==> config.mk <==
export PLATFORM = sky130hd
export DESIGN_NAME = hci_l2_core_req_buffer
export DESIGN_NICKNAME = d
export VERILOG_FILES = /design/src/rtl/hci_l2_core_req_buffer_pkg.sv /design/src/rtl/hci_l2_sync_fifo.sv /design/src/rtl/hci_l2_core_req_buffer.sv
export SDC_FILE = /design/constraint.sdc
export NUM_CORES = 1
export LEC_CHECK = 0
export CAP_MARGIN = 15
export CORE_MARGIN = 2
export CORE_UTILIZATION = 50
export DETAILED_ROUTE_END_ITERATION = 8
export PLACE_DENSITY = 0.76
export SKIP_LAST_GASP = 1
export SYNTH_ARGS = -nofsm -noshare
export SYNTH_HDL_FRONTEND = slang
export SYNTH_SLANG_ARGS = --single-unit
==> constraint.sdc <==
create_clock -name clk_i -period 3.31 [get_ports clk_i]
set_input_delay 0.662 -clock clk_i [delete_from_list [all_inputs] [get_ports clk_i]]
set_output_delay 0.662 -clock clk_i [all_outputs]
set_load 0.01 [all_outputs]
==> src/rtl/hci_l2_core_req_buffer_pkg.sv <==
// Shared types and width helpers for the L2 core-side request buffer.
//   hci_l2_req_payload_t : request payload at the default widths
//                          (AW=32, DW=32, BW=8, UW=1).
//   req_payload_w()      : packed request payload width for any parameter set.
//   resp_payload_w()     : packed response payload width for any parameter set.
package hci_l2_core_req_buffer_pkg;

    localparam int unsigned HCI_AW = 32;
    localparam int unsigned HCI_DW = 32;
    localparam int unsigned HCI_BW = 8;
    localparam int unsigned HCI_UW = 1;

    // Field order matches the packed FIFO word used by the buffer:
    // {add, wen, data, be, user}.
    typedef struct packed {
        logic [HCI_AW-1:0]        add;
        logic                     wen;
        logic [HCI_DW-1:0]        data;
        logic [HCI_DW/HCI_BW-1:0] be;
        logic [HCI_UW-1:0]        user;
    } hci_l2_req_payload_t;

    function automatic int unsigned req_payload_w(int unsigned aw, int unsigned dw,
                                                  int unsigned bw, int unsigned uw);
        return aw + 1 + dw + dw / bw + uw;
    endfunction

    function automatic int unsigned resp_payload_w(int unsigned dw, int unsigned uw);
        return dw + uw;
    endfunction

endpackage

==> src/rtl/hci_l2_sync_fifo.sv <==
// Single-clock FIFO with registered storage and no fall-through.
//   push_i/wdata_i : write side; the caller must not push while full
//                    unless it pops in the same cycle.
//   pop_i/rdata_o  : read side; rdata_o shows the head entry and reads 0
//                    while empty.
//   full_o/empty_o : derived from the pointer compare (log2 index + wrap bit).
//   count_o        : current number of entries.
module hci_l2_sync_fifo #(
    parameter int unsigned DATA_WIDTH = 8,
    parameter int unsigned DEPTH      = 4
) (
    input  logic                      clk_i,
    input  logic                      rst_ni,
    input  logic                      push_i,
    input  logic [DATA_WIDTH-1:0]     wdata_i,
    input  logic                      pop_i,
    output logic [DATA_WIDTH-1:0]     rdata_o,
    output logic                      full_o,
    output logic                      empty_o,
    output logic [$clog2(DEPTH):0]    count_o
);

    localparam int unsigned PW = $clog2(DEPTH);

    logic [DATA_WIDTH-1:0] mem [DEPTH];
    logic [PW:0]           wptr_q, rptr_q;

    assign empty_o = (wptr_q == rptr_q);
    assign full_o  = (wptr_q[PW] != rptr_q[PW]) && (wptr_q[PW-1:0] == rptr_q[PW-1:0]);
    assign count_o = wptr_q - rptr_q;
    assign rdata_o = empty_o ? '0 : mem[rptr_q[PW-1:0]];

    always_ff @(posedge clk_i or negedge rst_ni) begin
        if (!rst_ni) begin
            wptr_q <= '0;
            rptr_q <= '0;
        end else begin
            if (push_i) wptr_q <= wptr_q + (PW+1)'(1);
            if (pop_i)  rptr_q <= rptr_q + (PW+1)'(1);
        end
    end

    // Storage needs no reset: reads are masked by empty_o.
    always_ff @(posedge clk_i) begin
        if (push_i) mem[wptr_q[PW-1:0]] <= wdata_i;
    end

endmodule

==> src/rtl/hci_l2_core_req_buffer.sv <==
// Decoupling stage in front of one core-side L2 interconnect channel.
// Requests from the master (in_*) are queued and replayed to the
// interconnect (out_*) under req/gnt. The interconnect answers exactly one
// cycle after each grant, cannot be stalled, and those answers are queued
// for the master (in_r_*). Issue is gated by a credit check so the response
// queue always has room for every outstanding answer.
//   in_req_i/in_gnt_o     : master request handshake, payload in_add/wen/data/be/user
//   in_r_valid_o/ready_i  : response to master, in_r_data_o/in_r_user_o
//   out_req_o/out_gnt_i   : request to interconnect, payload out_add/wen/data/be/user
//   out_r_valid_i         : interconnect response, out_r_data_i/out_r_user_i
//   err_o                 : sticky, set on an unexpected or overflowing response
module hci_l2_core_req_buffer
    import hci_l2_core_req_buffer_pkg::*;
#(
    parameter int unsigned AW         = 32,
    parameter int unsigned DW         = 32,
    parameter int unsigned BW         = 8,
    parameter int unsigned UW         = 1,
    parameter int unsigned DEPTH      = 4,
    parameter int unsigned RESP_DEPTH = 4
) (
    input  logic                 clk_i,
    input  logic                 rst_ni,
    input  logic                 in_req_i,
    output logic                 in_gnt_o,
    input  logic [AW-1:0]        in_add_i,
    input  logic                 in_wen_i,
    input  logic [DW-1:0]        in_data_i,
    input  logic [DW/BW-1:0]     in_be_i,
    input  logic [UW-1:0]        in_user_i,
    output logic                 in_r_valid_o,
    input  logic                 in_r_ready_i,
    output logic [DW-1:0]        in_r_data_o,
    output logic [UW-1:0]        in_r_user_o,
    output logic                 out_req_o,
    input  logic                 out_gnt_i,
    output logic [AW-1:0]        out_add_o,
    output logic                 out_wen_o,
    output logic [DW-1:0]        out_data_o,
    output logic [DW/BW-1:0]     out_be_o,
    output logic [UW-1:0]        out_user_o,
    input  logic                 out_r_valid_i,
    input  logic [DW-1:0]        out_r_data_i,
    input  logic [UW-1:0]        out_r_user_i,
    output logic                 err_o
);

    localparam int unsigned REQ_W  = req_payload_w(AW, DW, BW, UW);
    localparam int unsigned RESP_W = resp_payload_w(DW, UW);
    localparam int unsigned CNT_W  = $clog2(RESP_DEPTH) + 1;
    localparam int unsigned CRED_W = CNT_W + 1;

    logic [REQ_W-1:0]        req_wdata, req_rdata;
    logic                    req_push, req_pop, req_full, req_empty;
    logic [$clog2(DEPTH):0]  req_cnt_unused;

    logic [RESP_W-1:0]       resp_rdata;
    logic                    resp_push, resp_pop, resp_full, resp_empty;
    logic [CNT_W-1:0]        resp_cnt;

    logic                    inflight_q;
    logic                    err_q;
    logic [CRED_W-1:0]       credit_used;

    // ---------------- request path ----------------
    // Grant depends only on fullness, so there is no in_req -> in_gnt path.
    assign in_gnt_o  = !req_full;
    assign req_push  = in_req_i & in_gnt_o;
    assign req_wdata = {in_add_i, in_wen_i, in_data_i, in_be_i, in_user_i};

    hci_l2_sync_fifo #(
        .DATA_WIDTH (REQ_W),
        .DEPTH      (DEPTH)
    ) i_req_fifo (
        .clk_i   (clk_i),
        .rst_ni  (rst_ni),
        .push_i  (req_push),
        .wdata_i (req_wdata),
        .pop_i   (req_pop),
        .rdata_o (req_rdata),
        .full_o  (req_full),
        .empty_o (req_empty),
        .count_o (req_cnt_unused)
    );

    assign {out_add_o, out_wen_o, out_data_o, out_be_o, out_user_o} = req_rdata;

    // Every entry already in the response queue plus the one answer that may
    // still be on its way uses a slot. Once raised, out_req_o stays up: the
    // queue only drains and inflight only clears while we wait for a grant.
    assign credit_used = CRED_W'(resp_cnt) + CRED_W'(inflight_q);
    assign out_req_o   = !req_empty && (credit_used < CRED_W'(RESP_DEPTH));
    assign req_pop     = out_req_o & out_gnt_i;

    // The answer comes exactly one cycle after a grant, so one flag is enough.
    always_ff @(posedge clk_i or negedge rst_ni) begin
        if (!rst_ni) inflight_q <= 1'b0;
        else         inflight_q <= req_pop;
    end

    // ---------------- response path ----------------
    // Writes also answer; that answer is forwarded as the write ack.
    assign resp_pop  = in_r_valid_o & in_r_ready_i;
    assign resp_push = out_r_valid_i & inflight_q & (!resp_full | resp_pop);

    hci_l2_sync_fifo #(
        .DATA_WIDTH (RESP_W),
        .DEPTH      (RESP_DEPTH)
    ) i_resp_fifo (
        .clk_i   (clk_i),
        .rst_ni  (rst_ni),
        .push_i  (resp_push),
        .wdata_i ({out_r_data_i, out_r_user_i}),
        .pop_i   (resp_pop),
        .rdata_o (resp_rdata),
        .full_o  (resp_full),
        .empty_o (resp_empty),
        .count_o (resp_cnt)
    );

    assign in_r_valid_o               = !resp_empty;
    assign {in_r_data_o, in_r_user_o} = resp_rdata;

    // Unexpected or overflowing answers are dropped and flagged until reset.
    always_ff @(posedge clk_i or negedge rst_ni) begin
        if (!rst_ni) begin
            err_q <= 1'b0;
        end else if (out_r_valid_i && (!inflight_q || (resp_full && !resp_pop))) begin
            err_q <= 1'b1;
        end
    end

    assign err_o = err_q;

endmodule

==> impl_metrics.py, run 1 <==
metrics = {
    "die": {
        "start_util_pct": 50.6,
        "core_area_sq_mm": 0.0324,
        "num_rows": 66,
        "dieHeight_um": 185,
        "ios": 216,
        "fp.dieW_um": 185,
        "die_area_sq_mm": 0.0342,
    },
    "route": {
        "drcViolationCount": 0,
        "viasPerCell": 5.30,
        "drt_iter0_markers": 544,
        "wire_per_inst_um": 21.3,
        "postRouteAntennaNets": 0,
        "drt-pass1-iter-count": 5,
        "drt-total-wl_um": 31000,
        "via_count": 7698,
    },
    "sta": {
        "setup_viol": 0,
        "hold_viol_final": 0,
        "fin_crit_ns": 3.22,
        "fin_crit_sh_pct": 97.4,
        "finalMaxSlewViolations": 0,
        "tns_ns": 0,
        "rsz0062_at_grt": "yes",
        "fmax_mhz": 310,
        "final.setup_skew_ns": 0.0170,
        "worst_pin_slew_ns": 1.06,
        "relSlewSlack_pct": 29.2,
    },
    "synth": {
        "yosys-top-cells-area": "edfxtp_1 76%, mux4_2 14%, nor2b_1 2.7%",
        "ys_warn_count": 0,
        "syn_area_sq_mm": 0.0164,
        "synth_flop_cell": "edfxtp_1",
        "synth_area_leader_cell": "edfxtp_1",
        "synth_fp_nets": 854,
        "synth-seq-cells": 426,
        "synth_top_area_share_pct": 75.5,
        "synth-edff-count": 412,
        "ys_seq_area_share_pct": 77.7,
        "synthCells": 732,
        "ys_types": 31,
        "syn_avg_cell_area_sq_um": 22.4,
        "async_flop_share_pct": 3.29,
    },
    "clock_tree": {
        "hold_buffers": 0,
        "cts-buffers-inserted": 42,
        "ctsRootBufferMaster": "clkbuf_16",
        "htreeDepth": 2,
        "cts_tree": "done",
        "cts.sinks": 426,
        "post-cts-setup-buffers": 0,
        "clkLatencyLatePin_ns": 0.53,
        "clockBufferDepth": 3,
        "clkTransAtPathRegs_ns": 0.06,
    },
    "global_routing": {
        "grt_overflow": 0,
        "grt_pass1_wl_um": 46800,
        "antenna_found_initial": 3,
        "grt_max_degree": 55,
        "grt.total_usage_pct": 18.3,
        "grt_pass1_vias": 8040,
    },
    "critical_path": {
        "crit_path_start_kind": "register",
        "required_ns": 2.65,
        "criticalPathCategory": "register to output port",
        "cp_max_fo": 40,
        "cp_slowest_stage_delay_ns": 0.59,
        "crit_arrival_ns": 2.56,
        "critPathBufInv": 2,
        "slowest_stage": "mux4_2",
        "cp_top_family": "buffers and inverters",
        "worstSetupEndpointType": "output port",
        "crit_chain": "buf_16 > mux4_2 > nor2b_1 > clkdlybuf4s50_1",
    },
    "layout": {
        "diodes": 0,
        "final_layout_size_suffix_gt1_share_pct": 19.6,
        "finalNetCount": 1102,
        "area_delta_synth_final_pct": 26.3,
        "fin_cells": 1453,
    },
    "place": {
        "place.gp.congestion": 0.745,
        "numPortBuffers": 215,
        "dp_cells": 1378,
        "hpwl_um": 19300,
    },
    "run_status": {
        "status": "finished clean",
    },
    "power_and_ir_drop": {
        "p_per_area_mw_per_mm2": 976,
        "ir_drop_v": 0.000646,
        "power_mw": 20.2,
        "p_leak_nw": 6.77,
    },
    "min_path": {
        "min_path_type": "register to register",
    },
    "run": {
        "maxCapViolations": 0,
    },
}
==> layout make-up <==
cell class                 instances  area, sq um
clock buffer                      58         1110
clock inverter                    17          195
fill                            2196        11700
inverter                          10         37.5
multi-input combinational        261         3510
sequential                       426        12700
tap                              442          553
timing repair buffer             239         2550
==> path summary, 6_finish.rpt <==
kind / startpoint / endpoint / slack, ns / cells past startpoint
min in group asynchronous: rst_ni / i_resp_fifo.wptr_q[2]$_DFFE_PN0P_ / 0.56 / 1
setup reg to reg: i_resp_fifo.wptr_q[0]$_DFFE_PN0P_ / i_resp_fifo.mem[2][22]$_DFFE_PP_ / 0.88 / 5
max in group asynchronous: rst_ni / i_req_fifo.rptr_q[0]$_DFFE_PN0P_ / 2.22 / 1
setup / recovery: i_req_fifo.rptr_q[0]$_DFFE_PN0P_ / out_data_o[6] / 0.09 / 4
hold / removal: err_o$_DFFE_PN0P_ / err_o$_DFFE_PN0P_ / 0.47 / 1
hold reg to reg: err_o$_DFFE_PN0P_ / err_o$_DFFE_PN0P_ / 0.47 / 1
==> synthesized netlist by cell type, drive strengths merged, types with 2 or more instances <==
cell	instances
dfrtp	14
xnor2	7
nand2	4
xor2	5
nor2b	70
edfxtp	412
ha	12
mux2	3
nand3	3
o21ai	2
inv	10
buf	15
and2	37
mux4	103
nor2	5
clkbuf	20
==> what timing repair did <==
action	in CTS	in global routing
pin swaps	0	0
gates resized for setup	2	7
endpoints found under the setup margin	1	32
==> metal layers <==
metal / vias to the layer above / GRT usage (%) / part of all wire, %
li1: 3464 / - / -
met1: 3942 / 24.9 / 42
met2: 244 / 29.4 / 48
met3: 42 / 5.72 / 8.4
met4: 6 / 3.84 / 1.3
met5: - / 0 / 0.12
==> flip-flops by register name, summed over array words and instances, names as in the netlist <==
register            flops
i_resp_fifo.rptr_q      3
i_req_fifo.mem        280
err_o                   1
i_req_fifo.rptr_q       3
inflight_q              1
i_resp_fifo.wptr_q      3
i_resp_fifo.mem       132
i_req_fifo.wptr_q       3
==> layout by cell type (no fill, tap or decap), types with 7 or more instances in the layout <==
master,n
clkinv_1,7
xnor2_1,7
mux4_2,103
clkbuf_1,16
clkbuf_16,42
and2_1,33
ha_1,12
buf_12,15
inv_1,10
edfxtp_1,412
nor2b_1,70
clkdlybuf4s50_1,213
dfrtp_1,9
==> power by group <==
group          switching [mW]  leakage (nW)  internal, mW
sequential              0.274          3.92          7.00
clock                    1.86         0.632          2.66
combinational            3.86          2.22          4.54
total                    5.99          6.77          14.2
==> per-stage QoR <==
stage,cell area [sq um],utilization (%),hold slack (ns),setup slack [ns]
after floorplan,16400,-,0.366,-0.146
after global placement,19400,59.8,0.439,0.533
after detailed placement,19400,59.8,0.467,0.485
after CTS,20700,63.9,0.479,0.0114
after global routing,20700,63.9,0.499,-0.0163
final,20700,63.9,0.473,0.0853
==> kinds of logic after synthesis <==
logic type | synth area share, %
adder cells (fa/ha/maj) | 1.04
multiplexers | 14.4
flip-flops | 77.7
XOR/XNOR | 0.779
AND/OR/NAND/NOR | 4.62
buffers and inverters | 1.19
AO/OA/AOI/OAI | 0.351
Note: power is estimated with default switching activity, not from simulation.
==> run 2: changes to the inputs <==
- CORE_UTILIZATION: 50 -> 55
- DONT_BUFFER_PORTS: unset -> 1
- PLACE_DENSITY: 0.76 -> 0.73
- SKIP_CTS_REPAIR_TIMING: unset -> 1
==> run 2 against run 1 <==
- clock-buffer cell count is 10 lower
- clock skew is 0.0040 ns higher
- first-iteration DRC count is 20% higher
- via count is 9.7% lower
- routed wire length is 5.7% lower
- flip-flop and latch count stayed put
- die area is 8.9% lower
- non-clock buffer count is 220 lower
- sequential power is 2% higher
- critical endpoint is now out_add_o[15]
==> impl_metrics.py, run 2 (same netlist as run 1, synthesis figures left out) <==
metrics = {
    "place": {
        "placed_area_sq_mm": 0.0170,
        "place_ws_ns": 0.603,
        "numPortBuffers": 0,
        "hpwl_um": 18400,
        "place.gp.congestion": 0.748,
    },
    "power_and_ir_drop": {
        "swShare_pct": 31.4,
        "seq_power_share_pct": 41.8,
        "clkPwrFrac_pct": 26.9,
        "p_per_area_mw_per_mm2": 962,
        "ir_drop_v": 0.000654,
        "p_switching_mw": 5.55,
        "p_leak_nw": 5.90,
        "pwr-share-comb_pct": 31.3,
        "intPower_mw": 12.1,
    },
    "layout": {
        "largest_reg_flops": 280,
        "final_layout_size_suffix_gt1_share_pct": 24.8,
        "final_cell_mix": "412 x edfxtp_1, 103 x mux4_2, 70 x nor2b_1",
        "post-route-cell-area_sq_mm": 0.0184,
        "final_common_cell": "edfxtp_1",
        "area_delta_synth_final_pct": 12.2,
        "utilization_pct": 62.4,
        "fillCellCount": 1971,
        "finalNetCount": 882,
    },
    "sta": {
        "rsz0062_at_grt": "no",
        "hold_viol_final": 0,
        "tns_ns": 0,
        "setup_viol": 0,
        "final.setup_skew_ns": 0.0210,
        "fin_ws_ns": 0.187,
        "holdWs_ns": 0.221,
        "relSlewSlack_pct": 26.7,
        "fin_crit_ns": 3.12,
        "fmax_mhz": 320,
        "worst_pin_slew_ns": 1.10,
        "finalMaxSlewViolations": 0,
        "fin_crit_sh_pct": 94.3,
    },
    "critical_path": {
        "cp_max_fo": 21,
        "required_ns": 2.65,
        "slowest_stage": "dfrtp_4",
        "criticalPathCategory": "register to output port",
        "crit_chain": "buf_4 > mux4_2 > nor2b_1",
        "cp_top_family": "flip-flops",
        "cp_slowest_stage_delay_ns": 0.69,
        "crit_path_start_kind": "register",
        "critPathBufInv": 1,
        "worstSetupEndpointType": "output port",
        "crit_arrival_ns": 2.46,
    },
    "die": {
        "die_area_sq_mm": 0.0312,
        "dieHeight_um": 177,
        "ios": 216,
        "start_util_pct": 55.6,
        "num_rows": 63,
        "fp.dieW_um": 177,
        "core_area_sq_mm": 0.0295,
    },
    "route": {
        "met3_length_um": 3130,
        "top_layer_used": "met4",
        "drt_iter0_markers": 655,
        "met2_length_um": 15100,
        "via_count": 6949,
        "viasPerCell": 5.87,
        "routedLengthMet1_um": 10400,
        "drcViolationCount": 0,
        "postRouteAntennaNets": 0,
        "drt-pass1-iter-count": 4,
        "wire_per_inst_um": 24.7,
        "drt-total-wl_um": 29200,
    },
    "global_routing": {
        "grt_pass1_vias": 7518,
        "antenna_found_initial": 1,
        "grt_pass1_wl_um": 44000,
        "grt_overflow": 0,
        "grt.total_usage_pct": 18.9,
        "grt_max_degree": 46,
    },
    "min_path": {
        "min_path_type": "input pin to register",
    },
    "run_status": {
        "status": "finished clean",
    },
    "run": {
        "maxCapViolations": 0,
    },
    "clock_tree": {
        "clkTransAtPathRegs_ns": 0.06,
        "cts.sinks": 426,
        "cts-buffers-inserted": 42,
        "clkLatencyLatePin_ns": 0.53,
        "htreeDepth": 2,
        "cts_tree": "done",
        "ctsRootBufferMaster": "clkbuf_16",
        "clockBufferDepth": 3,
    },
}
[run 2: final cells by class]
cell class | count | area (sq um) | share of cell area, %
sequential | 426 | 12700 | 69.3
multi-input combinational | 261 | 3510 | 19.1
antenna | 1 | 2.50 | 0.0136
tap | 390 | 488 | 2.65
clock buffer | 48 | 1070 | 5.84
clock inverter | 29 | 330 | 1.80
timing repair buffer | 19 | 211 | 1.15
inverter | 10 | 37.5 | 0.204
[run 2: power groups by stage]
stage / Combinational [mW] / Sequential [mW] / Clock (mW)
floorplan: 4.42 / 7.32 / 0
global placement: 5.52 / 7.43 / 0
detailed placement: 5.62 / 7.51 / 0
CTS: 5.66 / 7.41 / 4.85
global route: 5.96 / 7.47 / 5.07
finish: 5.54 / 7.38 / 4.76
[run 2: per-layer routing]
layer	track usage [%]	up-vias
li1	-	3011
met1	23.0	3600
met2	32.0	287
met3	7.02	51
met4	5.10	0
met5	0	-
[run 2: final timing paths]
path / depth (start not counted) / endpoint / slack [ns] / startpoint
setup / recovery: 3 / out_add_o[15] / 0.19 / i_req_fifo.rptr_q[0]$_DFFE_PN0P_
hold / removal: 0 / i_req_fifo.mem[0][62]$_DFFE_PP_ / 0.22 / in_add_i[24]
setup reg to reg: 4 / i_req_fifo.mem[0][25]$_DFFE_PP_ / 0.62 / i_req_fifo.rptr_q[0]$_DFFE_PN0P_
hold reg to reg: 1 / i_req_fifo.wptr_q[2]$_DFFE_PN0P_ / 0.49 / i_req_fifo.wptr_q[2]$_DFFE_PN0P_
max in group asynchronous: 1 / i_req_fifo.rptr_q[0]$_DFFE_PN0P_ / 2.15 / rst_ni
min in group asynchronous: 1 / inflight_q$_DFF_PN0_ / 0.63 / rst_ni
[run 2: per-stage QoR]
stage,std cells,total power [mW]
4_1_cts,1182,17.9
5_1_grt,1184,18.5
3_3_place_gp,1105,13.0
3_5_place_dp,1105,13.1
6_report,1184,17.7
2_1_floorplan,732,11.7
